$ cat src/rtl/params_pkg.sv
// Shared fetch/decode widths and the queue entry layout.
// Imported by the fetch queue and by decode.
package params_pkg;

   localparam int ADDR_W  = 32;
   localparam int INSTR_W = 32;

   typedef struct packed {
      logic [ADDR_W-1:0]  pc;
      logic [INSTR_W-1:0] instr;
   } fq_entry_t;

endpackage

$ cat src/rtl/fetch_queue.sv
// First-word-fall-through instruction queue between fetch and decode.
// hold rises one slot early so the in-flight fetch always has room.
module fetch_queue
   import params_pkg::fq_entry_t;
#(
   parameter int DEPTH   = 4,
   parameter int ADDR_W  = params_pkg::ADDR_W,
   parameter int INSTR_W = params_pkg::INSTR_W,
   localparam int CNT_W  = $clog2(DEPTH + 1)
) (
   input  logic               clk,
   input  logic               rst,
   input  logic               in_valid,
   input  logic [ADDR_W-1:0]  in_pc,
   input  logic [INSTR_W-1:0] in_instr,
   input  logic               flush,
   output logic               hold,
   output logic               out_valid,
   output logic [ADDR_W-1:0]  out_pc,
   output logic [INSTR_W-1:0] out_instr,
   input  logic               out_ready,
   output logic [CNT_W-1:0]   count,
   output logic               ovf
);

   localparam int PTR_W = $clog2(DEPTH);
   localparam logic [CNT_W-1:0] FULL = CNT_W'(DEPTH);
   localparam logic [CNT_W-1:0] HIGH = CNT_W'(DEPTH - 1);

   fq_entry_t        mem [DEPTH];
   logic [PTR_W-1:0] rp;
   logic [PTR_W-1:0] wp;
   logic             full;
   logic             pop;
   logic             push;
   logic             drop;

   assign full = (count == FULL);
   assign pop  = out_valid & out_ready;
   assign push = in_valid & (~full | pop);
   assign drop = in_valid & full & ~pop;

   always_ff @(posedge clk or negedge rst) begin
      if (!rst) begin
         rp    <= '0;
         wp    <= '0;
         count <= '0;
         ovf   <= 1'b0;
      end else if (flush) begin
         // redirect wins: same-cycle push/pop/drop are all void
         rp    <= '0;
         wp    <= '0;
         count <= '0;
      end else begin
         if (push) wp <= wp + PTR_W'(1);
         if (pop)  rp <= rp + PTR_W'(1);
         case ({push, pop})
            2'b10:   count <= count + CNT_W'(1);
            2'b01:   count <= count - CNT_W'(1);
            default: count <= count;
         endcase
         if (drop) ovf <= 1'b1;
      end
   end

   always_ff @(posedge clk or negedge rst) begin
      if (!rst) begin
         for (int i = 0; i < DEPTH; i++) mem[i] <= '0;
      end else if (push & ~flush) begin
         mem[wp] <= '{pc: in_pc, instr: in_instr};
      end
   end

   assign out_valid = (count != '0);
   assign hold      = (count >= HIGH);
   assign out_pc    = mem[rp].pc;
   assign out_instr = mem[rp].instr;

endmodule

$ cat config.mk
export PLATFORM = sky130hd
export DESIGN_NAME = fetch_queue
export DESIGN_NICKNAME = d
export VERILOG_FILES = /design/src/rtl/params_pkg.sv /design/src/rtl/fetch_queue.sv
export SDC_FILE = /design/constraint.sdc
export NUM_CORES = 1
export LEC_CHECK = 0
export CAP_MARGIN = 20
export CORE_MARGIN = 2
export CORE_UTILIZATION = 56
export CTS_CLUSTER_DIAMETER = 120
export DETAILED_ROUTE_END_ITERATION = 8
export PLACE_DENSITY = 0.8
export SYNTH_ARGS = -nofsm -noshare
export SYNTH_HDL_FRONTEND = slang
export SYNTH_SLANG_ARGS = --single-unit
$ cat constraint.sdc
create_clock -name clk -period 3.15 [get_ports clk]
set_input_delay 0.63 -clock clk [delete_from_list [all_inputs] [get_ports clk]]
set_output_delay 0.63 -clock clk [all_outputs]
set_load 0.05 [all_outputs]
==> results by group <==
Logic synthesis
  • Synthesis Warnings: 0
  • Gate Count Post-Synth: 682
  • Yosys reg bits: 264
  • Synth unique cells: 38
  • Cell taking the most area after synthesis: dfrtp_1
  • Share of the synthesized area in the top cell type: 55.1%
  • Syn Area/Cell: 17.6 µm²
  • Seq/Total Area, Yosys: 55.1%
  • Top cells by area, synth: dfrtp_1, mux2_2, mux4_2
  • Synth Cell Area: 0.0120 mm²
  • Mapped Nets: 756

Route
  • WL met1: 10000 µm
  • 1st-pass router iterations: 4
  • DRC Markers: 0
  • Vias per cell: 5.84
  • Top Metal Used: met5
  • DR iter-0 viols: 322
  • DRT Wirelength: 25000 µm
  • DR vias: 6586
  • Antenna Nets Post-Route: 0
  • Routed wl met2: 12900 µm
  • Met3 routed WL: 1440 µm
  • Average wire per standard cell: 22.2 µm

Global route
  • GRT Total Usage: 23.0%
  • Total grt overflow: 0
  • Initial antenna violation count: 1
  • Vias in the first global route: 7420
  • Largest net degree at the start of global routing: 107
  • First-pass GRT wire length: 40400 µm

Worst setup path
  • Worst Setup Start Kind: flop
  • CP Max Fanout: 36
  • Reg2Reg Depth: 6
  • CP Data Required Time: 2.52 ns
  • Setup CP Type: reg -> out
  • Worst R2R Start: count[1]
  • CP startpoint: rp[0]
  • CP cell instances: buf_12, mux4_2, buf_4
  • Slowest stage delay, CP: 0.59 ns
  • Arr. time, crit path: 2.26 ns
  • Slowest cell on crit path: mux4_2
  • Buf/Inv on CP: 2
  • CP Capture Type: output port
  • Crit path max-delay family: multiplexers
  • R2r setup slk: 0.67 ns
  • R2R Path End: count[2]

Timing
  • Final setup vio count: 0
  • Worst-case clock skew: 0.00642 ns
  • Final worst-path cycle share: 91.6%
  • Final Max Slew Viols: 0
  • Final Hold Vio Count: 0
  • Final min period: 2.89 ns
  • Worst slew margin: 45.9%
  • Least-Margin Pin Slew: 0.812 ns
  • RSZ-0062 raised after global routing: no
  • Fmax: 0.346 GHz
  • Fin Setup TNS: 0 ns
  • Hold WS: 0.164 ns

Power
  • Pwr dens: 807 mW/mm²
  • Clock share of power: 27.3%
  • Leak: 6.64 nW
  • Flop pwr share: 41.0%
  • Logic pwr share: 31.8%
  • Pint: 0.00797 W
  • Psw: 0.00372 W
  • Net Sw Frac: 31.8%
  • Maximum vdd ir drop: 539 µV

Floorplan
  • Die height: 150 µm
  • Cell Rows: 53
  • Die Area: 0.0226 mm²
  • Core box area: 0.0210 mm²
  • Num ports: 139
  • Initial Util: 57.0%
  • Die width: 150 µm

CTS
  • Clock transition at the registers of the reported paths: 0.06 ns
  • CTS sink count: 264
  • Clk_lat worst skew: 0.52 ns
  • Post-CTS Setup Inserts: 0
  • CTS Root Buffer Type: clkbuf_16
  • Max clock buf depth: 3
  • # resized after CTS: 0
  • TritonCTS buffer count: 28
  • Maximum level of the CTS H-tree: 1
  • Cts-stage hold buffer count: 0
  • CTS tree: yes

Finish
  • Register area: 0.00661 mm²
  • Layout cells sized above 1: 54.3%
  • Most frequent cells in the layout: dfrtp_1, mux2_2, clkdlybuf4s50_1, buf_4, mux4_2
  • Area Overhead vs Synth: 20.8%
  • Commonest non-fill, non-tap cell in the layout: dfrtp_1
  • Nets: 904
  • Area of the multi-input gates: 0.00495 mm²
  • Filler instances: 1350

Flow run
  • Max_cap viols: 0

Placed design
  • HPWL after detailed placement: 16500 µm
  • IO buf count: 138
  • RD Place Congestion: 0.739

Worst hold path
  • Class of the worst hold path: in -> async

Run status
  • Outcome: finished clean
-- registers in the layout, summed over array words and instances, names as in the netlist --
register and cells:
mem 256, count 3, rp 2, wp 2, ovf 1
-- stage by stage --
stage	worst slack [ns]	total power, W	area, µm²	instances	utilization, %
after floorplan	0.530	0.00750	12000	682	-
after global placement	0.322	0.00835	13600	1075	64.5
after detailed placement	0.238	0.00857	13600	1075	64.5
after CTS	0.226	0.0118	14500	1127	68.9
after global routing	0.182	0.0122	14500	1127	68.9
final	0.264	0.0117	14500	1128	68.9
-- how the worst max path moves through the flow --
stage / to / slack, ns / depth (start not counted)
3_3_place_gp: count[2] / 0.32 / 8
2_1_floorplan: count[2] / 0.53 / 7
4_1_cts: out_pc[20] / 0.23 / 3
5_1_grt: out_pc[20] / 0.18 / 3
3_5_place_dp: count[2] / 0.24 / 8
6_report: out_pc[20] / 0.26 / 3
-- metal layers --
layer	global-route usage, %	up-vias
met4	7.08	2
met1	29.3	3535
met2	39.8	161
met3	4.76	46
li1	-	2842
met5	0	-
-- Yosys cell counts (all sizes together) --
library cell / n
a21oi: 2
a211oi: 1
xor2: 2
buf: 36
a21o: 2
fa: 1
mux4: 64
nor2: 6
nand3: 6
and3b: 1
clkbuf: 10
or3: 2
a31oi: 1
xnor2: 1
nor2b: 2
or4b: 1
nor4b: 1
a211o: 1
ha: 4
o211ai: 2
o21bai: 1
a221oi: 1
dfrtp: 264
inv: 4
o2bb2ai: 1
or3b: 1
nand2: 2
o31ai: 1
a22oi: 1
o21ai: 2
o311ai: 1
mux2: 257
-- power by group through the flow --
| stage | clock [W] | sequential (W) | combinational [W] |
|---|---|---|---|
| 2_1_floorplan | 0 | 0.00464 | 0.00286 |
| 3_3_place_gp | 0 | 0.00472 | 0.00362 |
| 3_5_place_dp | 0 | 0.00483 | 0.00374 |
| 4_1_cts | 0.00326 | 0.00479 | 0.00375 |
| 5_1_grt | 0.00340 | 0.00490 | 0.00390 |
| 6_report | 0.00319 | 0.00479 | 0.00371 |
-- logic make-up after synthesis --
logic type	after synthesis	share of synthesized area (%)
flops	264	55.1
mux	321	38.0
simple gates	22	1.43
compound gates	17	1.01
xor+xnor	3	0.219
fa+ha+maj	5	0.584
buf+inv	50	3.63
-- final cells by class --
type / instances / area share [%]
clock inverter: 7 / 0.259
sequential: 264 / 45.7
clock buffer: 45 / 6.05
inverter: 4 / 0.104
timing repair buffer: 164 / 11.4
multi-input combinational: 368 / 34.2
antenna: 1 / 0.0173
tap: 275 / 2.38
No activity file was read; power rests on OpenSTA's default activity.
